$ cat src/rtl/fullchip_seq_if.sv
// Row stream from the host plus the command bundle the sequencer issues to fullchip.
interface fullchip_seq_if #(
  parameter int bw = 8,
  parameter int pr = 16
);
  logic              start;
  logic              in_valid;
  logic              in_ready;
  logic [pr*bw-1:0]  data_in_core1;
  logic [pr*bw-1:0]  data_in_core2;
  logic [pr*bw-1:0]  mem_in_core1;
  logic [pr*bw-1:0]  mem_in_core2;
  logic [16:0]       inst;
  logic              acc;
  logic              div;
  logic              wr_norm;
  logic              fifo_ext_rd;
  logic              busy;
  logic              done;

  modport slave (
    input  start, in_valid, data_in_core1, data_in_core2,
    output in_ready, mem_in_core1, mem_in_core2, inst,
           acc, div, wr_norm, fifo_ext_rd, busy, done
  );

  modport master (
    output start, in_valid, data_in_core1, data_in_core2,
    input  in_ready, mem_in_core1, mem_in_core2, inst,
           acc, div, wr_norm, fifo_ext_rd, busy, done
  );
endinterface

$ cat src/rtl/fullchip_seq.sv
// Instruction sequencer that walks fullchip through one attention-score pass:
// Q write, K write, K load, execute, ofifo->pmem, accumulate, normalize.
// Every output is registered; the next-cycle values are computed from the
// current state and phase counter, then captured together with the state.
module fullchip_seq #(
  parameter int bw          = 8,
  parameter int pr          = 16,
  parameter int col         = 8,
  parameter int total_cycle = 8,
  parameter int gap         = 10
) (
  input logic           clk,
  input logic           reset,
  fullchip_seq_if.slave bus
);

  localparam int CW = 11;

  localparam logic [CW-1:0] ONE       = CW'(1);
  localparam logic [CW-1:0] TWO       = CW'(2);
  localparam logic [CW-1:0] T_LAST    = CW'(total_cycle - 1);
  localparam logic [CW-1:0] K_LAST    = CW'(col - 1);
  localparam logic [CW-1:0] LOAD_LAST = CW'(col);
  localparam logic [CW-1:0] GAP_LAST  = CW'((gap > 0) ? gap - 1 : 0);
  localparam logic [CW-1:0] ACC_LAST  = CW'(total_cycle);
  localparam logic [CW-1:0] NORM_DONE = CW'(2 * total_cycle + 2);

  localparam int B_OFIFO_RD = 16;
  localparam int B_EXECUTE  = 7;
  localparam int B_LOAD     = 6;
  localparam int B_QMEM_RD  = 5;
  localparam int B_QMEM_WR  = 4;
  localparam int B_KMEM_RD  = 3;
  localparam int B_KMEM_WR  = 2;
  localparam int B_PMEM_RD  = 1;
  localparam int B_PMEM_WR  = 0;

  typedef enum logic [3:0] {
    IDLE, QWR, KWR, LOAD, LOAD_END, GAP1, EXEC, GAP2, OFIFO, ACC, NORM
  } state_t;

  state_t           state_q, state_d;
  logic [CW-1:0]    cnt_q, cnt_d;
  logic [16:0]      inst_q, inst_d;
  logic [pr*bw-1:0] mem1_q, mem1_d;
  logic [pr*bw-1:0] mem2_q, mem2_d;
  logic             in_ready_q, in_ready_d;
  logic             acc_q, acc_d;
  logic             div_q, div_d;
  logic             wr_norm_q, wr_norm_d;
  logic             fifo_q, fifo_d;
  logic             busy_q, busy_d;
  logic             done_q, done_d;

  logic             accept;
  logic [3:0]       add_m1;
  logic [3:0]       hold_add;
  logic [4:0]       norm_off;

  assign accept   = bus.in_valid & in_ready_q;
  assign add_m1   = cnt_q[3:0] - 4'd1;
  assign hold_add = (cnt_q == '0) ? 4'd0 : add_m1;
  assign norm_off = cnt_q[4:0] - 5'd2;

  assign bus.in_ready     = in_ready_q;
  assign bus.mem_in_core1 = mem1_q;
  assign bus.mem_in_core2 = mem2_q;
  assign bus.inst         = inst_q;
  assign bus.acc          = acc_q;
  assign bus.div          = div_q;
  assign bus.wr_norm      = wr_norm_q;
  assign bus.fifo_ext_rd  = fifo_q;
  assign bus.busy         = busy_q;
  assign bus.done         = done_q;

  // Next state, phase counter and next-cycle output values for each phase.
  always_comb begin
    state_d    = state_q;
    cnt_d      = cnt_q;
    inst_d     = '0;
    mem1_d     = '0;
    mem2_d     = '0;
    in_ready_d = 1'b0;
    acc_d      = 1'b0;
    div_d      = 1'b0;
    wr_norm_d  = 1'b0;
    fifo_d     = 1'b0;
    busy_d     = 1'b1;
    done_d     = 1'b0;

    case (state_q)
      IDLE: begin
        busy_d = 1'b0;
        if (bus.start) begin
          state_d    = QWR;
          cnt_d      = '0;
          busy_d     = 1'b1;
          in_ready_d = 1'b1;
        end
      end

      QWR: begin
        in_ready_d = 1'b1;
        if (accept) begin
          inst_d[B_QMEM_WR] = 1'b1;
          inst_d[15:12]     = cnt_q[3:0];
          mem1_d            = bus.data_in_core1;
          mem2_d            = bus.data_in_core2;
          if (cnt_q == T_LAST) begin
            state_d    = KWR;
            cnt_d      = '0;
            in_ready_d = 1'b0;
          end else begin
            cnt_d = cnt_q + ONE;
          end
        end else begin
          inst_d[15:12] = hold_add;
        end
      end

      KWR: begin
        in_ready_d = 1'b1;
        if (accept) begin
          inst_d[B_KMEM_WR] = 1'b1;
          inst_d[15:12]     = cnt_q[3:0];
          mem1_d            = bus.data_in_core1;
          mem2_d            = bus.data_in_core2;
          if (cnt_q == K_LAST) begin
            state_d    = LOAD;
            cnt_d      = '0;
            in_ready_d = 1'b0;
          end else begin
            cnt_d = cnt_q + ONE;
          end
        end else begin
          inst_d[15:12] = hold_add;
        end
      end

      LOAD: begin
        inst_d[B_LOAD] = 1'b1;
        if (cnt_q != '0) begin
          inst_d[B_KMEM_RD] = 1'b1;
          inst_d[15:12]     = add_m1;
        end
        if (cnt_q == LOAD_LAST) begin
          state_d = LOAD_END;
          cnt_d   = '0;
        end else begin
          cnt_d = cnt_q + ONE;
        end
      end

      LOAD_END: begin
        if (cnt_q == '0) begin
          inst_d[B_LOAD] = 1'b1;
          cnt_d          = ONE;
        end else begin
          state_d = (gap > 0) ? GAP1 : EXEC;
          cnt_d   = '0;
        end
      end

      GAP1: begin
        if (cnt_q == GAP_LAST) begin
          state_d = EXEC;
          cnt_d   = '0;
        end else begin
          cnt_d = cnt_q + ONE;
        end
      end

      EXEC: begin
        inst_d[B_EXECUTE] = 1'b1;
        inst_d[B_QMEM_RD] = 1'b1;
        inst_d[15:12]     = cnt_q[3:0];
        if (cnt_q == T_LAST) begin
          state_d = (gap > 0) ? GAP2 : OFIFO;
          cnt_d   = '0;
        end else begin
          cnt_d = cnt_q + ONE;
        end
      end

      GAP2: begin
        if (cnt_q == GAP_LAST) begin
          state_d = OFIFO;
          cnt_d   = '0;
        end else begin
          cnt_d = cnt_q + ONE;
        end
      end

      OFIFO: begin
        inst_d[B_OFIFO_RD] = 1'b1;
        inst_d[B_PMEM_WR]  = 1'b1;
        inst_d[11:8]       = cnt_q[3:0];
        if (cnt_q == T_LAST) begin
          state_d = ACC;
          cnt_d   = '0;
        end else begin
          cnt_d = cnt_q + ONE;
        end
      end

      ACC: begin
        inst_d[B_PMEM_RD] = 1'b1;
        if (cnt_q != '0) begin
          acc_d        = 1'b1;
          inst_d[11:8] = add_m1;
        end
        if (cnt_q == ACC_LAST) begin
          state_d = NORM;
          cnt_d   = '0;
        end else begin
          cnt_d = cnt_q + ONE;
        end
      end

      NORM: begin
        if (cnt_q == NORM_DONE) begin
          busy_d  = 1'b0;
          done_d  = 1'b1;
          state_d = IDLE;
          cnt_d   = '0;
        end else begin
          wr_norm_d = 1'b1;
          cnt_d     = cnt_q + ONE;
          if (cnt_q < TWO) begin
            inst_d[B_PMEM_RD] = 1'b1;
          end else if (!norm_off[0]) begin
            inst_d[B_PMEM_RD] = 1'b1;
            div_d             = 1'b1;
            fifo_d            = 1'b1;
            inst_d[11:8]      = norm_off[4:1];
          end else begin
            inst_d[B_PMEM_WR] = 1'b1;
            inst_d[11:8]      = norm_off[4:1];
          end
        end
      end

      default: begin
        state_d = IDLE;
        cnt_d   = '0;
        busy_d  = 1'b0;
      end
    endcase
  end

  // Capture state, counter and all outputs together; reset clears everything.
  always_ff @(posedge clk) begin
    if (!reset) begin
      state_q    <= IDLE;
      cnt_q      <= '0;
      inst_q     <= '0;
      mem1_q     <= '0;
      mem2_q     <= '0;
      in_ready_q <= 1'b0;
      acc_q      <= 1'b0;
      div_q      <= 1'b0;
      wr_norm_q  <= 1'b0;
      fifo_q     <= 1'b0;
      busy_q     <= 1'b0;
      done_q     <= 1'b0;
    end else begin
      state_q    <= state_d;
      cnt_q      <= cnt_d;
      inst_q     <= inst_d;
      mem1_q     <= mem1_d;
      mem2_q     <= mem2_d;
      in_ready_q <= in_ready_d;
      acc_q      <= acc_d;
      div_q      <= div_d;
      wr_norm_q  <= wr_norm_d;
      fifo_q     <= fifo_d;
      busy_q     <= busy_d;
      done_q     <= done_d;
    end
  end

endmodule

$ cat src/flat_wrapper.sv
// flat-port wrapper written by rule: the top's interface ports become plain ports
module fullchip_seq_flat 
#(
  parameter int bw          = 8,
  parameter int pr          = 16,
  parameter int col         = 8,
  parameter int total_cycle = 8,
  parameter int gap         = 10
)
  (clk, reset, bus_start, bus_in_valid, bus_data_in_core1, bus_data_in_core2, bus_in_ready, bus_mem_in_core1, bus_mem_in_core2, bus_inst, bus_acc, bus_div, bus_wr_norm, bus_fifo_ext_rd, bus_busy, bus_done);
  fullchip_seq_if #(.bw(bw), .pr(pr)) bus_i ();
  input logic clk;
  input logic reset;
  input wire logic [$bits(bus_i.start)-1:0] bus_start;
  input wire logic [$bits(bus_i.in_valid)-1:0] bus_in_valid;
  input wire logic [$bits(bus_i.data_in_core1)-1:0] bus_data_in_core1;
  input wire logic [$bits(bus_i.data_in_core2)-1:0] bus_data_in_core2;
  output wire logic [$bits(bus_i.in_ready)-1:0] bus_in_ready;
  output wire logic [$bits(bus_i.mem_in_core1)-1:0] bus_mem_in_core1;
  output wire logic [$bits(bus_i.mem_in_core2)-1:0] bus_mem_in_core2;
  output wire logic [$bits(bus_i.inst)-1:0] bus_inst;
  output wire logic [$bits(bus_i.acc)-1:0] bus_acc;
  output wire logic [$bits(bus_i.div)-1:0] bus_div;
  output wire logic [$bits(bus_i.wr_norm)-1:0] bus_wr_norm;
  output wire logic [$bits(bus_i.fifo_ext_rd)-1:0] bus_fifo_ext_rd;
  output wire logic [$bits(bus_i.busy)-1:0] bus_busy;
  output wire logic [$bits(bus_i.done)-1:0] bus_done;
  assign bus_i.start = bus_start;
  assign bus_i.in_valid = bus_in_valid;
  assign bus_i.data_in_core1 = bus_data_in_core1;
  assign bus_i.data_in_core2 = bus_data_in_core2;
  assign bus_in_ready = bus_i.in_ready;
  assign bus_mem_in_core1 = bus_i.mem_in_core1;
  assign bus_mem_in_core2 = bus_i.mem_in_core2;
  assign bus_inst = bus_i.inst;
  assign bus_acc = bus_i.acc;
  assign bus_div = bus_i.div;
  assign bus_wr_norm = bus_i.wr_norm;
  assign bus_fifo_ext_rd = bus_i.fifo_ext_rd;
  assign bus_busy = bus_i.busy;
  assign bus_done = bus_i.done;
  fullchip_seq #(.bw(bw), .pr(pr), .col(col), .total_cycle(total_cycle), .gap(gap)) u_core (.clk(clk), .reset(reset), .bus(bus_i));
endmodule
$ cat config.mk
export PLATFORM = sky130hd
export DESIGN_NAME = fullchip_seq_flat
export DESIGN_NICKNAME = d
export VERILOG_FILES = /design/src/rtl/fullchip_seq_if.sv /design/src/rtl/fullchip_seq.sv /design/src/flat_wrapper.sv
export SDC_FILE = /design/constraint.sdc
export NUM_CORES = 1
export LEC_CHECK = 0
export ABC_AREA = 1
export CORE_AREA = 4 4 209 211
export CTS_CLUSTER_DIAMETER = 80
export DETAILED_ROUTE_END_ITERATION = 6
export DIE_AREA = 0 0 213 215
export PLACE_DENSITY = 0.6
export SYNTH_ARGS = -nofsm -noshare
export SYNTH_HDL_FRONTEND = slang
export SYNTH_SLANG_ARGS = --single-unit
$ cat constraint.sdc
create_clock -name clk -period 2.1 [get_ports clk]
set_clock_uncertainty 0.05 [all_clocks]
set_input_delay 0.42 -clock clk [delete_from_list [all_inputs] [get_ports clk]]
set_output_delay 0.42 -clock clk [all_outputs]
set_load 0.05 [all_outputs]
==> metrics <==
clock sinks 293; CP Cell Sequence dlygate4sd2_1; Post-synth ARST share 0%; vias in the first global route 8,353; Root Driver clkbuf_16; Buf+Inv Stages, Crit Path 1; DRT Wirelength 35,000 um; Max Clk Rate 523 MHz; Initial Utilization 22.1%; Port Buffer Count 539; Post-DRT Antenna Nets 0; CP max stage delay 0.55 ns; Remaining DRCs 0; synth unique cells 30; Bufs on Longest Clock Path 3; Pwr Total 0.0155 W; Max IR drop VDD 0.000704 V; area leader, netlist dfxtp_1; Most used DFF post-synth dfxtp_1; final core utilization 38.7%; CP Capture Type output pin; total gr overflow 0; final setup vio count 0; CP max stage cell dlygate4sd2_1; Top Ports 540; synthesized net count 1,363; FF+latch count, synth 293; Slew @ Worst Pin 0.793 ns; crit-path max FO 2; Final Cell Area 0.0162 mm2; Routability Congestion 0.854; Avg WL per Cell 15.7 um; # rows 75; Worst EP required 1.63 ns; Slew HR 47.2%; setup_tns 0 ns; die width 213 um; DR pass1 iterations 4; routed vias/inst 3.69; post-synthesis cell area 0.00925 mm2; hold_ws 0.361 ns; Filler Cell Count 4,274; period utilization 91.1%; top post-synthesis cells by area dfxtp_1 63%, nor2_1 13%, inv_1 12%; post-synthesis sequential area ratio 63.4%; Leak 8.78 nW; Worst Path Arrival 1.44 ns; clock latency on the worst-skew pair 0.52 ns; syn avg cell area 8.45 um2; outcome complete, no violations; die height 215 um; Yosys top cell area share 63.4%; Setup Fix Bufs, Post-CTS 0; largest net degree at the start of global routing 75; post-synthesis instance total 1,095; clock slew seen by the registers of the worst setup and hold paths 0.06 ns; cts bufs inserted 37; core area 0.0418 mm2; Slew Limit Fails 0; share of cells above drive strength 1 10.1%; die footprint 0.0458 mm2; drt initial violations 414; fin crit period 1.91 ns; Max Cap Violations 0; Synth warnings 0; Post-CTS Resized 220; H-tree Lvls 2; Min-Delay Path Class in -> reg; Startpoint Class flop; Crit Path Class reg -> out; # nets final 1,922; cell area after placement 0.0151 mm2; CTS tree yes; Post-DP HPWL 28,300 um; first-pass GRT wire length 50,500 um; DR vias 8,201; CP delay by family, top buffers and inverters; area added between synthesis and finish 74.7%; hold violation count in the final report 0; PD cells 961 mW/mm2; EDFF count, synth 0; RSZ-0062 raised after global routing no; cts hold-fix bufs 0; Global Route Usage Sum 14.4%; initial antenna violation count 5
==> cell families (layout without fill, tap and decap cells) <==
logic type               count (synthesis)  in the layout  share of synthesized area, %
XOR/XNOR                                 7              7                         0.663
flip-flops                             293            293                          63.4
buffers and inverters                  325            912                          14.0
adder cells (fa/ha/maj)                  8              8                          1.08
AO/OA/AOI/OAI                           32             32                          1.98
other                                    0              4                             0
AND/OR/NAND/NOR                        430            430                          18.9
==> registers in the layout, indices dropped and copies added, names as in the netlist <==
signal / cells
u_core.bus.fifo_ext_rd: 1
u_core.bus.acc: 1
u_core.bus.mem_in_core2: 128
u_core.bus.inst: 16
u_core.cnt_q: 11
u_core.bus.mem_in_core1: 128
u_core.bus.in_ready: 1
u_core.state_q: 4
u_core.bus.done: 1
u_core.bus.busy: 1
u_core.bus.wr_norm: 1
==> cells in the final DEF (no fill, tap or decap), types with 6 or more instances in the layout <==
master,synthesis,routed
clkdlybuf4s50_1,0,259
nand2_2,6,6
nand2_1,62,61
a21oi_1,9,9
clkbuf_16,0,37
nand3_1,15,15
nor2_2,7,7
inv_1,286,286
buf_4,10,72
clkbuf_8,0,7
dlygate4sd2_1,0,220
dfxtp_1,293,293
nor2_1,325,325
o21ai_0,11,11
ha_1,8,8
==> per-stage QoR <==
step / instances / setup slack, ns
3_5_place_dp: 2154 / -0.105
5_1_grt: 2221 / 0.0366
4_1_cts: 2221 / 0.135
2_1_floorplan: 1095 / 0.422
3_3_place_gp: 2154 / -0.0553
6_report: 2225 / 0.187
==> Yosys cell counts, types with 4 or more instances <==
master and n:
nor2_1 325, dfxtp_1 293, inv_1 286, nand2_1 62, buf_2 21, nand3_1 15, o21ai_0 11, buf_4 10
a21oi_1 9, ha_1 8, nor2_2 7, nand2_2 6, a31oi_1 5, nor2_4 5, xor2_1 5, nor3_1 4
==> metal layers <==
metal	global-route usage [%]	routed length [um]	vias to the layer above
li1	-	-	4200
met1	15.1	13100	3656
met2	26.4	17800	278
met3	5.76	3140	59
met4	4.23	856	8
met5	0	55	-
==> final timing paths <==
kind              depth (start not counted)                    from  slack, ns                            to
hold / removal                            3  bus_data_in_core1[105]       0.36  u_core.bus.mem_in_core1[105]
setup reg to reg                          6       u_core.state_q[0]       0.22   u_core.bus.mem_in_core2[90]
hold reg to reg                           2         u_core.cnt_q[9]       0.44               u_core.cnt_q[9]
setup / recovery                          1  u_core.bus.fifo_ext_rd       0.19                       bus_div
==> layout make-up <==
cell class                      count  area [um2]  area share, %
Sequential cell                   293        5870           36.3
Timing Repair Buffer              555        5140           31.8
Multi-Input combinational cell    477        2100           13.0
Inverter                          290        1090           6.74
Clock buffer                       46        1030           6.37
Tap cell                          539         674           4.17
Clock inverter                     21         253           1.56
Antenna cell                        4        10.0         0.0619
==> where the power goes <==
part / leakage, nW / switching [W] / internal (W)
clock network: 0.622 / 0.00249 / 0.00402
logic: 5.80 / 0.00200 / 0.00110
registers: 2.36 / 0.0000990 / 0.00582
No activity file was read; power rests on OpenSTA's default activity.
